File: config.mk
export PLATFORM = sky130hd
export DESIGN_NAME = sonic_vc_tx_width_adapter
export DESIGN_NICKNAME = d
export VERILOG_FILES = /design/src/rtl/sonic_vc_tx_pkg.sv /design/src/rtl/sonic_vc_tx_wa_buf.sv /design/src/rtl/sonic_vc_tx_width_adapter.sv
export SDC_FILE = /design/constraint.sdc
export NUM_CORES = 1
export LEC_CHECK = 0
export ABC_CLOCK_PERIOD_IN_PS = 13810
export BUFFER_PORTS_ARGS = -buffer_cell sky130_fd_sc_hd__buf_4
export CAP_MARGIN = 15
export CORE_MARGIN = 2
export CORE_UTILIZATION = 40
export CTS_BUF_LIST = sky130_fd_sc_hd__clkbuf_4 sky130_fd_sc_hd__clkbuf_8
export CTS_CLUSTER_SIZE = 14
export DETAILED_ROUTE_END_ITERATION = 8
export GPL_TIMING_DRIVEN = 0
export PLACE_DENSITY = 0.71
export REMOVE_ABC_BUFFERS = 1
export SKIP_LAST_GASP = 1
export SLEW_MARGIN = 40
export SYNTH_ARGS = -nofsm -noshare
export SYNTH_HDL_FRONTEND = slang
export SYNTH_SLANG_ARGS = --single-unit
File: constraint.sdc
create_clock -name clock -period 13.81 [get_ports clock]
set_input_delay 3.4525 -clock clock [delete_from_list [all_inputs] [get_ports clock]]
set_output_delay 3.4525 -clock clock [all_outputs]
set_load 0.01 [all_outputs]
File: src/rtl/sonic_vc_tx_pkg.sv
// Shared types and constants for the SONIC VC TX 128->64 width adapter.
// The buffered-beat record keeps the sink fields exactly as they were captured.
package sonic_vc_tx_pkg;

    localparam int WA_IN_W        = 128;
    localparam int WA_OUT_W       = 64;
    localparam int WA_EMPTY_W     = 2;
    localparam int WA_SRC_EMPTY_W = 1;

    typedef struct packed {
        logic [WA_IN_W-1:0]    data;
        logic                  sop;
        logic                  eop;
        logic [WA_EMPTY_W-1:0] empty;
        logic                  error;
    } wa_beat_t;

    typedef enum logic {
        HALF_HI = 1'b0,
        HALF_LO = 1'b1
    } wa_half_t;

    // An eop beat that has at most two valid words fits entirely in the upper half.
    function automatic logic wa_is_short(input wa_beat_t beat);
        return beat.eop && beat.empty[1];
    endfunction

endpackage

File: src/rtl/sonic_vc_tx_wa_buf.sv
// Two-entry FIFO-ordered buffer of captured 128-bit beats.
// A write while full is accepted only when the head retires in the same cycle.
module sonic_vc_tx_wa_buf
    import sonic_vc_tx_pkg::*;
(
    input  logic       i_clk,
    input  logic       i_rst,
    input  logic       i_wr_en,
    input  wa_beat_t   i_wr_beat,
    input  logic       i_retire,
    output wa_beat_t   o_head,
    output logic [1:0] o_count,
    output logic       o_drop
);

    wa_beat_t   r_mem [2];
    logic       r_wr_ptr;
    logic       r_rd_ptr;
    logic [1:0] r_count;

    logic w_full;
    logic w_wr;

    assign w_full  = (r_count == 2'd2);
    assign w_wr    = i_wr_en && (!w_full || i_retire);
    assign o_drop  = i_wr_en && w_full && !i_retire;
    assign o_head  = r_mem[r_rd_ptr];
    assign o_count = r_count;

    always_ff @(posedge i_clk or posedge i_rst) begin
        if (i_rst) begin
            for (int i = 0; i < 2; i++) begin
                r_mem[i] <= '0;
            end
        end else if (w_wr) begin
            r_mem[r_wr_ptr] <= i_wr_beat;
        end
    end

    always_ff @(posedge i_clk or posedge i_rst) begin
        if (i_rst) begin
            r_wr_ptr <= 1'b0;
            r_rd_ptr <= 1'b0;
            r_count  <= 2'd0;
        end else begin
            if (w_wr) begin
                r_wr_ptr <= ~r_wr_ptr;
            end
            if (i_retire) begin
                r_rd_ptr <= ~r_rd_ptr;
            end
            r_count <= r_count + {1'b0, w_wr} - {1'b0, i_retire};
        end
    end

endmodule

File: src/rtl/sonic_vc_tx_width_adapter.sv
// 128-bit to 64-bit Avalon-ST width adapter for the SONIC VC TX path.
// Optional packet/error statistics are built when SONIC_VC_TX_WA_STATS_EN is defined.
module sonic_vc_tx_width_adapter
    import sonic_vc_tx_pkg::*;
#(
    parameter int IN_W  = 128,
    parameter int OUT_W = 64
)
(
    input  logic              clock,
    input  logic              reset,
    input  logic [IN_W-1:0]   avalonst_sink_data,
    input  logic [1:0]        avalonst_sink_empty,
    input  logic              avalonst_sink_startofpacket,
    input  logic              avalonst_sink_endofpacket,
    input  logic              avalonst_sink_error,
    input  logic              avalonst_sink_valid,
    output logic              avalonst_sink_ready,
    output logic [OUT_W-1:0]  avalonst_source_data,
    output logic              avalonst_source_empty,
    output logic              avalonst_source_startofpacket,
    output logic              avalonst_source_endofpacket,
    output logic              avalonst_source_error,
    output logic              avalonst_source_valid,
    input  logic              avalonst_source_ready,
    output logic [31:0]       stat_pkt_count,
    output logic [31:0]       stat_err_count
);

    wa_half_t   r_half;
    wa_half_t   w_half_next;
    wa_beat_t   w_wr_beat;
    wa_beat_t   w_head;
    logic [1:0] w_count;
    logic       w_drop;
    logic       w_valid;
    logic       w_xfer;
    logic       w_retire;
    logic [2:0] w_next_occ;

    logic [OUT_W-1:0] w_src_data;
    logic             w_src_empty;
    logic             w_src_sop;
    logic             w_src_eop;
    logic             w_src_error;

    // Empty only carries meaning on an eop beat, so it is zeroed at capture.
    always_comb begin
        w_wr_beat       = '0;
        w_wr_beat.data  = avalonst_sink_data;
        w_wr_beat.sop   = avalonst_sink_startofpacket;
        w_wr_beat.eop   = avalonst_sink_endofpacket;
        w_wr_beat.error = avalonst_sink_error;
        w_wr_beat.empty = avalonst_sink_endofpacket ? avalonst_sink_empty : '0;
    end

    sonic_vc_tx_wa_buf u_buf (
        .i_clk     (clock),
        .i_rst     (reset),
        .i_wr_en   (avalonst_sink_valid),
        .i_wr_beat (w_wr_beat),
        .i_retire  (w_retire),
        .o_head    (w_head),
        .o_count   (w_count),
        .o_drop    (w_drop)
    );

    assign w_valid = (w_count != 2'd0);
    assign w_xfer  = w_valid && avalonst_source_ready;

    always_ff @(posedge clock or posedge reset) begin
        if (reset) begin
            r_half <= HALF_HI;
        end else begin
            r_half <= w_half_next;
        end
    end

    always_comb begin
        w_half_next = r_half;
        w_retire    = 1'b0;
        w_src_data  = '0;
        w_src_empty = 1'b0;
        w_src_sop   = 1'b0;
        w_src_eop   = 1'b0;
        w_src_error = 1'b0;
        if (w_valid) begin
            case (r_half)
                HALF_HI: begin
                    w_src_data = w_head.data[WA_IN_W-1 -: WA_OUT_W];
                    w_src_sop  = w_head.sop;
                    if (wa_is_short(w_head)) begin
                        // empty 2/3 becomes 0/1 once the unused lower half is dropped
                        w_src_eop   = 1'b1;
                        w_src_empty = w_head.empty[0];
                        w_src_error = w_head.error;
                        w_retire    = w_xfer;
                    end else if (w_xfer) begin
                        w_half_next = HALF_LO;
                    end
                end
                HALF_LO: begin
                    w_src_data  = w_head.data[WA_OUT_W-1:0];
                    w_src_eop   = w_head.eop;
                    w_src_empty = w_head.eop && w_head.empty[0];
                    w_src_error = w_head.eop && w_head.error;
                    if (w_xfer) begin
                        w_retire    = 1'b1;
                        w_half_next = HALF_HI;
                    end
                end
                default: begin
                    w_half_next = HALF_HI;
                end
            endcase
        end
    end

    assign avalonst_source_valid         = w_valid;
    assign avalonst_source_data          = w_src_data;
    assign avalonst_source_empty         = w_src_empty;
    assign avalonst_source_startofpacket = w_src_sop;
    assign avalonst_source_endofpacket   = w_src_eop;
    assign avalonst_source_error         = w_src_error;

    // Ready promises room for a beat that the FIFO will present one cycle later.
    assign w_next_occ          = {1'b0, w_count} + {2'b00, avalonst_sink_valid} - {2'b00, w_retire};
    assign avalonst_sink_ready = !reset && (w_next_occ <= 3'd1);

`ifdef SONIC_VC_TX_WA_STATS_EN
    logic [31:0] r_pkt_count;
    logic [31:0] r_err_count;
    logic        w_eop_xfer;

    assign w_eop_xfer = w_xfer && w_src_eop;

    always_ff @(posedge clock or posedge reset) begin
        if (reset) begin
            r_pkt_count <= '0;
            r_err_count <= '0;
        end else begin
            r_pkt_count <= r_pkt_count + 32'(w_eop_xfer);
            r_err_count <= r_err_count + 32'(w_eop_xfer && w_src_error) + 32'(w_drop);
        end
    end

    assign stat_pkt_count = r_pkt_count;
    assign stat_err_count = r_err_count;
`else
    logic w_unused_drop;
    assign w_unused_drop  = w_drop;
    assign stat_pkt_count = '0;
    assign stat_err_count = '0;
`endif

endmodule

; ---- Word level (Yosys, flattened, before mapping)
; Cells that the tools add are included.
[op_classes]
n_mux = 27
bitwise_logic = 5
eq_ne = 1
n_addsub = 4
n_lt_le_gt_ge = 4
reduce_logical = 11
[ops]
columns = op, count
row1 = 133-bit two-way mux, 4
row2 = 266-bit bitwise mux, 1
row3 = 133-bit demux with 1-bit select, 1
row4 = 64-bit case mux with 2 select lines, 1
row5 = 64-bit two-way mux, 1
row6 = 1-bit two-way mux, 13
row7 = 1-bit case mux with 2 select lines, 5
row8 = 1-bit logical AND, 7
row9 = 2-bit greater-or-equal comparator (second input constant), 2
row10 = 1-bit inverter with 2-bit output, 2
row11 = 2-bit by 1-bit adder with 3-bit output, 1
row12 = 3-bit by 1-bit less-or-equal comparator with 1-bit output (second input constant), 1
row13 = 1-bit inverter, 3
row14 = 3-bit by 1-bit subtractor with 3-bit output, 1
row15 = 2-bit by 1-bit adder with 2-bit output, 1
row16 = 2-bit == test (second input constant), 1
row17 = 1-bit logical NOT, 2
row18 = 2-bit by 1-bit < comparator with 1-bit output (second input constant), 1
row19 = 2-bit two-way mux, 1
row20 = 2-bit nonzero test, 1
row21 = 2-bit by 1-bit subtractor with 2-bit output, 1
row22 = 1-bit logical OR, 1
[totals]
inputBits = 137
out_inout_bits = 134
wordCells = 66
reg_bits = 271

; ---- Logic depth before layout (Yosys ltp)
[logic_depth]
depth_word = 12
ltp_mapped = 12
depth_no_buf = 11

; ---- Hierarchy
; Synthesis repeated with hierarchy kept, for this count alone.
[hier_totals]
hier_cells = 972
area_unflattened_um2 = 13347.8
[by_module_without_submodules]
columns = module, area_per_inst_um2, seq_area_each_um2, cells_per_inst, n_inst
row1 = sonic_vc_tx_wa_buf, 11658.7, 6756.5, 742, 1
row2 = sonic_vc_tx_width_adapter, 1689.1, 25.0, 230, 1

; ---- Worst setup path before layout
; OpenSTA, ideal clock, no wires.
[synth_timing]
path_type = input -> output
start = in reset
end = out avalonst_sink_ready
arrival_ns = 9.817
t_required_ns = 10.358
n_path_buf = 0
stages = 2
slack_ns = 0.541
path_cell_list = inv_1 and3_1
[synth_between]
elab_chain_len = 2
[synth_rtl]
columns = element, line
row1 = from (decl), sonic_vc_tx_width_adapter.sv:11  ; input logic reset,
row2 = 1-bit logical NOT (no line), n/a
row3 = 1-bit logical AND, sonic_vc_tx_width_adapter.sv:128  ; assign avalonst_sink_ready = !reset && (w_next_occ <= 3'd1);
row4 = to (decl), sonic_vc_tx_width_adapter.sv:18  ; output logic avalonst_sink_ready,
; Every way passes these cells.

; ---- Worst setup path after layout
[layout_timing]
start = in avalonst_source_ready
end = out avalonst_sink_ready
[layout_between]
elab_chain_len = 7
word_cells_on_any_way = 8
cone_classes = add/sub: 1 / order compare: 1 / mux: 4 / reduce/logical: 2
[layout_rtl]
columns = element, line
row1 = from (decl), sonic_vc_tx_width_adapter.sv:25  ; input logic avalonst_source_ready,
row2 = 1-bit logical AND *, sonic_vc_tx_width_adapter.sv:69  ; assign w_xfer = w_valid && avalonst_source_ready;
row3 = "1-bit two-way mux, on equally long branches", "sonic_vc_tx_width_adapter.sv:107, sonic_vc_tx_width_adapter.sv:92"
row4 = 1-bit case mux with 2 select lines *, sonic_vc_tx_width_adapter.sv:88  ; case (r_half)
row5 = 1-bit two-way mux *, sonic_vc_tx_width_adapter.sv:87  ; if (w_valid) begin
row6 = named net u_buf.i_retire, sonic_vc_tx_wa_buf.sv:10  ; input logic i_retire,
row7 = 3-bit by 1-bit subtractor with 3-bit output *, sonic_vc_tx_width_adapter.sv:127  ; assign w_next_occ = {1'b0, w_count} + {2'b00, avalonst_sink_valid} - {2'b00, w_retire};
row8 = 3-bit by 1-bit less-or-equal comparator with 1-bit output *, sonic_vc_tx_width_adapter.sv:128
row9 = 1-bit logical AND *, sonic_vc_tx_width_adapter.sv:128
; Mark *: on every way through the listed nets, which the timed path passes. The rest lies on a longest branch.

==> metrics.txt <==
critical path startpoint avalonst_source_ready; register area share after synthesis 0.489; Worst EP arrival about 5300 ps; Die X 190 um; Syn Inst Count ~1000; # setup viols final 0; Pleak roughly 7.4 nW; post-CTS resize count 0; Synth-to-Final Area Change 23.8%; Netlist cell types 37; first-pass GRT wire length roughly 54 mm; CP max stage delay around 430 ps; Max-slew headroom 0.615; Initial Util 0.403; Hold Crit Class register to register; RSZ-0062 raised after global routing no; Final Skew between 10 and 15 ps; clock latency at the later pin of the worst-skew pair around 570 ps; Clock Pin Slew Worst Setup and Hold Paths approximately 50 ps; Netlist Area Pre-Place between 0.01 and 0.015 mm^2; Port Buffers between 200 and 250; vias in the first global route 9874; num rows 68; Max Cap Viol 0; CP Class input pin to primary output; clk buf depth 3; global route total overflow 0; syn avg cell area 13.8 um^2; Yosys reg bits ~270; FF-to-FF setup slack roughly 11000 ps; HPWL after DPL about 22 mm; Setup crit end avalonst_sink_ready; number of routed nets with antenna violations 0; Hold Path Depth 1; final hold violation count 0; die area around 0.036 mm^2; crit share post-route 0.630; largest fanout on the critical path 6; Final nets roughly 1400; routed length per placed instance between 15 and 20 um; outcome finished clean; diode count 0; Final Critical Period ~8700 ps; Final GP Congestion slightly above 0.7; Crit path max-delay family adder cells; CP Data Required Time a little over 10000 ps; CTS H-tree lvls 2; Total Routing Usage GR 0.188; Die Y around 190 um; I/O pin count around 270; core footprint 0.0344 mm^2; share of layout cells above drive strength 1 0.450; Yosys warning count 0; RR Endpoint u_buf.r_mem[265]; worst hold margin ~480 ps; cell depth of the worst setup path 11; Num CTS Buffers between 40 and 50; clock root buffer clkbuf_8; initial antenna violation count 0; CTS sink cnt between 200 and 300; Cell Pwr Density 260 mW/mm^2; Crit. End Element primary output; postcts setup bufs 0; WP buf/inv 4; total number of vias around 9100; Startpoint Class input pin; FF-to-FF Start r_half; DRT Wirelength ~33 mm; Fmax achieved approximately 110 MHz; Max rail drop VDD approximately 0.00014 V; largest net degree at the start of global routing between 70 and 80; r2r worst-path depth 9; drt pass-1 iters 4; vias per inst 5.32; fin util 0.499; CTS Hold Bufs 0; critical path cell sequence buf_4, o21ai_2, nor2_1, ha_1, inv_1, ha_1, inv_1, fa_1, xnor2_1, and3_1, buf_4; CTS tree built; DRC violations left 0; Least-Margin Pin Slew 575 ps; DRT iter0 DRCs about 470; Max Slew Vio Count 0; slowest stage cell on the critical path fa_1
## synthesized netlist by cell type (all sizes together)
cell     number  area share
dfrtp       271        0.49
o2bb2ai     254        0.22
nand2       133       0.036
buf         125       0.073
nor2b        65       0.029
mux4         64        0.10
clkbuf       31      0.0084
inv          13      0.0035
mux2          8      0.0065
mux2i         7      0.0051
nor2          6      0.0016
a21oi         4      0.0023
ha            4      0.0036
o21ai         4      0.0033
nand3         2      0.0011
xor2          2      0.0013
and3          1     0.00045
conb          1     0.00027
fa            1      0.0014
nand3b        1     0.00054
nor3          1     0.00036
o211ai        1      0.0015
o21a          1     0.00054
o21bai        1     0.00054
o221ai        1     0.00063
o31ai         1     0.00054
or3           1     0.00045
xnor2         1     0.00063
## how the worst min path moves through the flow
| stage | endpoint | start | slack [ps] |
|---|---|---|---|
| 3_5_place_dp | u_buf.r_mem[173] | u_buf.r_mem[173] | 470 |
| 2_1_floorplan | u_buf.r_mem[144] | u_buf.r_mem[144] | 450 |
| 4_1_cts | u_buf.r_mem[164] | u_buf.r_mem[164] | 480 |
| 5_1_grt | u_buf.r_mem[164] | u_buf.r_mem[164] | 500 |
| 3_3_place_gp | u_buf.r_mem[168] | u_buf.r_mem[168] | 460 |
| 6_report | u_buf.r_mem[182] | u_buf.r_mem[182] | 480 |
## state kept, by name (all words and copies together) (netlist names)
name	cells
r_half	1
u_buf.o_count	2
u_buf.r_mem	266
u_buf.r_rd_ptr	1
u_buf.r_wr_ptr	1
## metrics by stage
stage | TNS, ps | cell area (um^2) | worst slack (ps) | std cells | total power, mW
CTS | 0 | 17200 | 5100 | 1706 | 4.52
floorplan | 0 | 13000 | 541 | 912 | 2.79
global placement | -78080 | 15100 | -1870 | 1573 | 3.51
detailed placement | 0 | 16200 | 5110 | 1626 | 3.72
finish | 0 | 17200 | 5110 | 1706 | 4.46
global route | 0 | 17200 | 4990 | 1706 | 4.74
## final cells by class
type | count | area (um^2)
repair buffers | 259 | 2590
multi-input cells | 628 | 6160
fillers | 2996 | 17200
well taps | 455 | 569
inverters | 13 | 56.3
flip-flops and latches | 271 | 6790
clock buffers | 72 | 935
clock inverters | 8 | 65.1
## power by group
part | internal [mW] | leakage [nW] | total [mW] | switching [mW]
clock network | 0.447 | 0.536 | 0.775 | 0.328
registers | 1.18 | 3.36 | 1.46 | 0.283
logic | 1.24 | 3.48 | 2.23 | 0.985
total | 2.87 | 7.37 | 4.46 | 1.60
## per-layer routing
layer | GRT usage | up-vias | share of wire
met5 | 0 | - | 0
met4 | 0.0477 | 0 | 0.014
met3 | 0.0408 | 40 | 0.056
met2 | 0.308 | 275 | 0.48
met1 | 0.256 | 4698 | 0.45
li1 | - | 4058 | -
## kinds of logic (layout without fill, tap and decap cells)
logic type	count (synthesis)	in the layout	share of synthesized area
buffers and inverters	169	352	0.0852
flip-flops	271	271	0.489
XOR/XNOR	3	3	0.00190
adder cells (fa/ha/maj)	5	5	0.00505
AO/OA/AOI/OAI	267	267	0.233
other	1	64	0.000270
multiplexers	79	79	0.116
AND/OR/NAND/NOR	210	210	0.0700
## layout by cell type, fill, tap and decap left out, types with 2 or more instances in the layout
cell type / count
a21oi_1: 3
buf_12: 5
buf_16: 17
buf_4: 205
buf_8: 32
clkbuf_4: 9
clkbuf_8: 63
clkinv_2: 7
conb_1: 64
dfrtp_1: 269
dfrtp_4: 2
ha_1: 4
inv_1: 12
mux2_2: 8
mux2i_1: 7
mux4_2: 64
nand2_1: 132
nor2_1: 5
nor2b_1: 65
o21ai_4: 2
o2bb2ai_1: 114
o2bb2ai_2: 140
xor2_1: 2
No activity file was read; power rests on OpenSTA's default activity.
